==> src/rtl/instr_encoder.sv <==
// MIPS instruction-word encoder with a small write FIFO in front of the instruction-memory port.
// Encoded words are buffered so the loader is never stalled directly by memory back-pressure.
module instr_encoder #(
    parameter int unsigned DEPTH  = 4,
    parameter int unsigned ADDR_W = 8
) (
    input  logic              clk,
    input  logic              rst_n,
    input  logic              start,
    input  logic              finish,
    input  logic [ADDR_W-1:0] base_addr,
    input  logic              in_valid,
    output logic              in_ready,
    input  logic [2:0]        cls,
    input  logic [4:0]        rs,
    input  logic [4:0]        rt,
    input  logic [4:0]        rd,
    input  logic [4:0]        shamt,
    input  logic [5:0]        funct,
    input  logic [15:0]       imm,
    output logic              imem_valid,
    input  logic              imem_ready,
    output logic [ADDR_W-1:0] imem_addr,
    output logic [31:0]       imem_wdata,
    output logic [ADDR_W:0]   count,
    output logic              err_illegal,
    output logic              done,
    output logic              busy
);

    localparam int unsigned PTR_W = (DEPTH > 1) ? $clog2(DEPTH) : 1;
    localparam int unsigned OCC_W = PTR_W + 1;
    localparam int unsigned CNT_W = ADDR_W + 1;

    localparam logic [1:0] S_IDLE  = 2'd0;
    localparam logic [1:0] S_RUN   = 2'd1;
    localparam logic [1:0] S_DRAIN = 2'd2;
    localparam logic [1:0] S_DONE  = 2'd3;

    localparam logic [2:0] CLS_R     = 3'd0;
    localparam logic [2:0] CLS_LW    = 3'd1;
    localparam logic [2:0] CLS_SW    = 3'd2;
    localparam logic [2:0] CLS_BEQ   = 3'd3;
    localparam logic [2:0] CLS_ORI   = 3'd4;
    localparam logic [2:0] CLS_JRSAL = 3'd5;
    localparam logic [2:0] CLS_BALN  = 3'd6;
    localparam logic [2:0] CLS_ILL   = 3'd7;

    logic [1:0]       state, state_n;
    logic [PTR_W-1:0] rd_idx, rd_n, wr_idx, wr_n;
    logic [OCC_W-1:0] occ, occ_n;
    logic [31:0]      mem [DEPTH];

    logic [5:0]        op;
    logic [31:0]       enc_word;
    logic              hs, push, pop;
    logic [ADDR_W-1:0] addr_n;
    logic [CNT_W-1:0]  count_n;
    logic              err_n;
    logic [31:0]       head_n;
    logic              in_ready_n, imem_valid_n, done_n, busy_n;

    // Field packing: R-format uses funct/shamt, every other class is op/rs/rt/imm.
    always_comb begin
        op = 6'b000000;
        case (cls)
            CLS_LW:    op = 6'b100011;
            CLS_SW:    op = 6'b101011;
            CLS_BEQ:   op = 6'b000100;
            CLS_ORI:   op = 6'b001101;
            CLS_JRSAL: op = 6'b010001;
            CLS_BALN:  op = 6'b011011;
            default:   op = 6'b000000;
        endcase
        if (cls == CLS_R) begin
            enc_word = {6'b000000, rs, rt, rd, shamt, funct};
        end else begin
            enc_word = {op, rs, rt, imm};
        end
    end

    // Next-state, FIFO bookkeeping and next values of the registered outputs.
    always_comb begin
        state_n = state;
        rd_n    = rd_idx;
        wr_n    = wr_idx;
        occ_n   = occ;
        addr_n  = imem_addr;
        count_n = count;
        err_n   = err_illegal;
        hs      = in_valid & in_ready;
        push    = hs & (cls != CLS_ILL);
        pop     = imem_valid & imem_ready;

        case (state)
            S_IDLE: begin
                if (start) begin
                    state_n = S_RUN;
                    addr_n  = base_addr;
                    count_n = '0;
                    err_n   = 1'b0;
                end
            end
            S_RUN: begin
                if (finish) begin
                    state_n = S_DRAIN;
                end
            end
            S_DRAIN: begin
                if (occ == '0) begin
                    state_n = S_DONE;
                end
            end
            S_DONE:  state_n = S_IDLE;
            default: state_n = S_IDLE;
        endcase

        if (hs && (cls == CLS_ILL)) begin
            err_n = 1'b1;
        end
        if (push) begin
            wr_n = wr_idx + PTR_W'(1);
        end
        if (pop) begin
            rd_n   = rd_idx + PTR_W'(1);
            addr_n = imem_addr + ADDR_W'(1);
            if (count != {CNT_W{1'b1}}) begin
                count_n = count + CNT_W'(1);
            end
        end
        case ({push, pop})
            2'b10:   occ_n = occ + OCC_W'(1);
            2'b01:   occ_n = occ - OCC_W'(1);
            default: occ_n = occ;
        endcase

        // Head after this edge; a word written into the head slot bypasses the array.
        if (occ_n == '0) begin
            head_n = imem_wdata;
        end else if (push && (wr_idx == rd_n)) begin
            head_n = enc_word;
        end else begin
            head_n = mem[rd_n];
        end

        in_ready_n   = (state_n == S_RUN) && (occ_n != OCC_W'(DEPTH));
        imem_valid_n = ((state_n == S_RUN) || (state_n == S_DRAIN)) && (occ_n != '0);
        done_n       = (state_n == S_DONE);
        busy_n       = (state_n != S_IDLE);
    end

    // State, pointers and registered outputs.
    always_ff @(posedge clk or negedge rst_n) begin
        if (!rst_n) begin
            state       <= S_IDLE;
            rd_idx      <= '0;
            wr_idx      <= '0;
            occ         <= '0;
            in_ready    <= 1'b0;
            imem_valid  <= 1'b0;
            imem_addr   <= '0;
            imem_wdata  <= '0;
            count       <= '0;
            err_illegal <= 1'b0;
            done        <= 1'b0;
            busy        <= 1'b0;
        end else begin
            state       <= state_n;
            rd_idx      <= rd_n;
            wr_idx      <= wr_n;
            occ         <= occ_n;
            in_ready    <= in_ready_n;
            imem_valid  <= imem_valid_n;
            imem_addr   <= addr_n;
            imem_wdata  <= head_n;
            count       <= count_n;
            err_illegal <= err_n;
            done        <= done_n;
            busy        <= busy_n;
        end
    end

    // FIFO storage; occupancy tracking guarantees stale slots are never presented.
    always_ff @(posedge clk) begin
        if (push) begin
            mem[wr_idx] <= enc_word;
        end
    end

endmodule
==> config.mk <==
export PLATFORM = sky130hd
export DESIGN_NAME = instr_encoder
export DESIGN_NICKNAME = d
export VERILOG_FILES = /design/src/rtl/instr_encoder.sv
export SDC_FILE = /design/constraint.sdc
export NUM_CORES = 1
export LEC_CHECK = 0
export ABC_CLOCK_PERIOD_IN_PS = 5100
export CAP_MARGIN = 20
export CELL_PAD_IN_SITES_DETAIL_PLACEMENT = 1
export CELL_PAD_IN_SITES_GLOBAL_PLACEMENT = 2
export CORE_MARGIN = 5
export CORE_UTILIZATION = 42
export DETAILED_ROUTE_END_ITERATION = 8
export PLACE_DENSITY = 0.87
export SYNTH_ARGS = -nofsm -noshare
export SYNTH_HDL_FRONTEND = slang
export SYNTH_SLANG_ARGS = --single-unit
==> constraint.sdc <==
create_clock -name clk -period 5.1 [get_ports clk]
set_clock_uncertainty 0.2 [all_clocks]
set_input_delay 1.02 -clock clk [delete_from_list [all_inputs] [get_ports clk]]
set_output_delay 1.02 -clock clk [all_outputs]
set_load 0.02 [all_outputs]
# Word-level counts from Yosys, hierarchy flattened
# Memory sizes are Yosys's and may differ from the RTL's. A register that Yosys moved wholly into a read port is not among the register bits.
# Index checks and enable logic that the tools add are counted.
[totals]
mem_count = 1
wordCells = 77
register_bits = 31
ramBits = 128
input_bits = 59
[mem_list]
columns = ["memory", "depth", "word_bits", "rd", "rd_ports_with_merged_regs", "write_ports", "line", "text"]
rows = [
  ["mem", 4, 32, 1, 1, 1, "52", "logic [31:0] mem [DEPTH];"],
]
[op_classes]
n_bitwise = 3
reduce_logical = 18
n_addsub = 6
eq_ne = 18
muxes = 20
[op_table]
columns = ["cell", "count"]
rows = [
  ["9-bit two-way mux", 4],
  ["6-bit case mux with 6 select lines", 1],
  ["32-bit two-way mux", 1],
  ["8-bit two-way mux", 3],
  ["3-bit equality test (second input constant)", 4],
  ["2-bit equality test (second input constant)", 5],
  ["2-bit nonzero test", 5],
  ["9-bit by 1-bit adder with 9-bit output (second input constant)", 1],
  ["3-bit logical NOT", 3],
  ["9-bit != test (second input constant)", 1],
  ["8-bit by 1-bit adder with 8-bit output (second input constant)", 1],
  ["2-bit two-way mux", 4],
  ["2-bit case mux with 4 select lines", 1],
  ["2-bit by 1-bit equality test with 1-bit output (second input constant)", 3],
  ["3-bit by 2-bit equality test with 1-bit output (second input constant)", 2],
  ["3-bit != test (second input constant)", 2],
  ["3-bit case mux with 2 select lines", 1],
  ["1-bit two-way mux", 5],
  ["2-bit by 1-bit adder with 2-bit output (second input constant)", 2],
  ["2-bit AND reduction", 2],
  ["3-bit by 1-bit adder with 3-bit output (second input constant)", 1],
  ["1-bit bitwise AND", 3],
  ["3-bit by 1-bit equality test with 1-bit output (second input constant)", 1],
  ["1-bit logical AND", 3],
  ["5 further kinds", 6],
]

# Longest topological paths before layout
[logic_depth]
word_depth = 6
mapped_depth = 13
mapped_depth_nobuf = 9

# Worst setup path before layout
# No wires, ideal clock.
[synth_timing]
path_type = "input-to-reg"
start = "input cls[0]"
end = "register imem_wdata[24], read port of mem"
path_buffers = 4
setup_slack_ns = 1.194
t_arrival_ns = 3.574
stages = 13
setup_ns = 0.132
path_cell_list = "buf_2 -> nand3_1 -> nand3_1 -> buf_2 -> ha_1 -> fa_1 -> xnor2_1 -> o21ai_0 -> o211a_1 -> buf_2 -> buf_2 -> mux2i_1 -> o21ai_1"
[synth_between]
elab_chain_len = 6
elab_cells_between_ends = 7
[synth_lines]
columns = ["item", "line", "text"]
rows = [
  ["start: declaration", "14", "input logic [2:0] cls,"],
  ["3-bit != test *", "92", "push = hs & (cls != CLS_ILL);"],
  ["1-bit bitwise AND *", "92", ""],
  ["2-bit by 1-bit equality test with 1-bit output or 2-bit equality test (tied branches)", "131", "case ({push, pop})"],
  ["3-bit case mux with 2 select lines *", "131", ""],
  ["3-bit logical NOT *", "138", "if (occ_n == '0) begin"],
  ["1-bit logical NOT (no line) *", "-", ""],
  ["end: declaration", "24", "output logic [31:0] imem_wdata,"],
]
# Mark *: on every way between the ends. The rest lies on a longest branch, timed or not.
# A chain may end at the register's enable or synchronous reset.

# Worst setup path after layout
[layout_timing]
start = "input cls[1]"
end = "register imem_wdata[20], read port of mem"
# The elaborated chain is that of the path after synthesis.

==> impl_metrics.py <==
metrics = {
    "synthesis": {
        "synth_nets": 665,
        "ys_async_sr_fraction": 0.330,
        "synthDistinctLibCells": 56,
        "synth_seq_cells": 191,
        "seq_area_frac_synth": 0.638,
        "synth_cells": 594,
        "synth_edf_count": 128,
        "synthFlopType": "edfxtp_1",
        "synth_area_um2": 8490,
        "yosysWarnings": 0,
        "syn_area_per_cell_um2": 14.3,
    },
    "clock_tree": {
        "cts_hold_buf": 0,
        "cts_sinks": 191,
        "cts.clk_slew.worst_paths_ns": 0.07,
        "cts-root-buf": "clkbuf_16",
        "clk_path_buf_depth": 2,
        "cts_tree": "done",
        "cts_buffers": 17,
        "h-tree-depth": 4,
        "cts_resized": 0,
        "insertion_delay_ns": 0.43,
        "cts_setup_buffers": 0,
    },
    "drt": {
        "via_per_inst": 5.59,
        "drt-total-wl_um": 22200,
        "wl_per_cell_um": 22.5,
        "drt_iter0_drc": 432,
        "postRouteAntennaNets": 0,
        "routed-via-count": 5519,
        "route.detailed.drc": 0,
        "detail_route.first_pass.iterations": 4,
    },
    "die": {
        "initial_utilization": 0.424,
        "core-area_um2": 20000,
        "dieArea_um2": 23200,
        "die_h_um": 152,
        "fp-row-count": 52,
        "boundaryPins": 113,
        "die_width_um": 152,
    },
    "finish": {
        "synthToLayoutAreaGrowth_pct": 24.7,
        "antenna_cells": 0,
        "multi_input_area_um2": 2850,
        "mostFrequentLayoutCell": "edfxtp_1",
        "nNetsFinal": 775,
        "ff_latch_area_um2": 5420,
        "final_cell_mix": "edfxtp_1 (128), clkdlybuf4s50_1 (111), mux2i_1 (96), dfrtp_1 (63), o22a_1 (32)",
        "nFillCells": 2024,
        "layout-drive-gt1-share": 0.113,
    },
    "global_routing": {
        "grt_max_degree": 66,
        "grt_first_pass_wirelength_um": 34600,
        "grt_usage": 0.190,
        "antenna_found_initial": 0,
        "grt_pass1_vias": 6141,
        "globalRouteOverflowTotal": 0,
    },
    "pwr": {
        "p_per_area_nw_per_um2": 642,
        "p_leak_nw": 3.94,
        "ir_drop_mv": 0.412,
    },
    "sta": {
        "rsz0062_at_grt": "false",
        "tns_ns": 0,
        "period_share": 0.789,
        "relSlewSlack": 0.340,
        "drv_slew": 0,
        "setup_ws_ns": 1.07,
        "fmax_mhz": 248,
        "worstMarginPinSlew_ns": 0.987,
        "whs_ns": 0.324,
        "hold_violations": 0,
        "setup-violations-final": 0,
        "fin_crit_ns": 4.03,
    },
    "critical_path": {
        "crit_path_end": "imem_wdata[20]",
        "r2r-start": "imem_valid",
        "reg2reg_slack_ns": 1.81,
        "reg2regPathDepth": 10,
        "crit_fanout": 22,
        "required_ns": 5.20,
        "arrival_ns": 4.13,
        "end_kind": "flop",
        "worstSetupPathType": "in -> reg",
        "worstSetupStartpoint": "cls[1]",
        "start_kind": "primary input",
        "r2r-end": "imem_wdata[20]",
    },
    "place": {
        "hpwlAfterDp_um": 13800,
        "port_buffers": 112,
        "gp_congestion": 0.834,
        "pre_cts_slack_ns": 0.655,
    },
    "run": {
        "cap_violations": 0,
    },
    "status": {
        "status": "finished, final reports clean",
    },
    "worst_hold_path": {
        "hp-class": "reg -> reg",
    },
}
critical path, stage by stage:
cell,delay [ns]
clkdlybuf4s50_1,0.59
nand3_1,0.20
nand3_2,0.11
ha_1,0.25
fa_1,0.38
xnor2_1,0.19
o21ai_0,0.32
o211a_4,0.47
buf_4,0.28
mux2i_1,0.22
o21ai_1,0.10
synth_stat cells, drive strengths merged (2+ instances only):
master,instances,area [µm²]
edfxtp,128,3840
mux2i,96,961
dfrtp,63,1580
o21ai,48,240
o22a,32,280
buf,26,150
inv,26,97.6
nor2,22,82.6
mux2,19,214
nor4b,19,179
nand2,15,63.8
nor4,14,87.6
ha,11,138
nand3,10,50.1
clkbuf,8,30.0
a21oi,5,25.0
xnor2,5,51.3
xor2,4,35.0
a22o,3,26.3
nand2b,3,18.8
o31ai,3,50.1
a211oi,2,15.0
a21o,2,15.0
and2,2,12.5
and3,2,12.5
and4,2,17.5
nor3,2,21.3
o211ai,2,15.0
o21a,2,15.0
o22ai,2,12.5
or2,2,12.5
metal layers:
| layer | vias up | share of wire | GRT usage |
|---|---|---|---|
| li1 | 2474 | - | - |
| met1 | 2875 | 0.44 | 0.246 |
| met2 | 143 | 0.50 | 0.322 |
| met3 | 27 | 0.041 | 0.0426 |
| met4 | 0 | 0.016 | 0.0561 |
| met5 | - | 0 | 0 |
power by group:
| group | internal (mW) | switching (mW) |
|---|---|---|
| sequential | 2.00 | 0.249 |
| combinational | 1.28 | 1.82 |
| clock | 0.870 | 0.586 |
| total | 4.15 | 2.66 |
how the worst min path moves through the flow:
stage | startpoint | endpoint | cells past startpoint
finish | count[7] | count[7] | 1
floorplan | wr_idx[0] | wr_idx[0] | 1
global placement | count[7] | count[7] | 1
CTS | count[6] | count[6] | 1
detailed placement | count[6] | count[6] | 1
global route | imem_wdata[7] | imem_wdata[7] | 2
area by class of cell:
class / count / share of cell area
Tap cell: 270 / 0.0319
Sequential cell: 191 / 0.512
Clock buffer: 17 / 0.0402
Timing Repair Buffer: 125 / 0.117
Inverter: 26 / 0.00922
Multi-Input combinational cell: 343 / 0.269
Clock inverter: 15 / 0.0203
through the flow:
step	instances	util	cell area [µm²]	total power [mW]
after floorplan	594	-	8490	4.21
after global placement	955	0.497	9950	5.20
after detailed placement	955	0.497	9950	5.34
after CTS	987	0.528	10600	6.85
after global routing	987	0.528	10600	7.13
final	987	0.528	10600	6.80
state kept, by name, indices dropped and copies added (netlist names):
signal	flops
busy	1
count	9
done	1
err_illegal	1
imem_addr	8
imem_valid	1
imem_wdata	32
in_ready	1
mem	128
occ	3
rd_idx	2
state	2
wr_idx	2
logic make-up after synthesis:
family                     after synthesis  synth area share
adders and majority gates               12            0.0186
buffers and inverters                   60            0.0327
xor gates and xnor gates                10            0.0128
DFF                                    191             0.638
AOI/OAI and AO/OA                      108            0.0890
and+or+nand+nor                         98            0.0700
muxes                                  115             0.138
No activity file was read; power rests on OpenSTA's default activity.
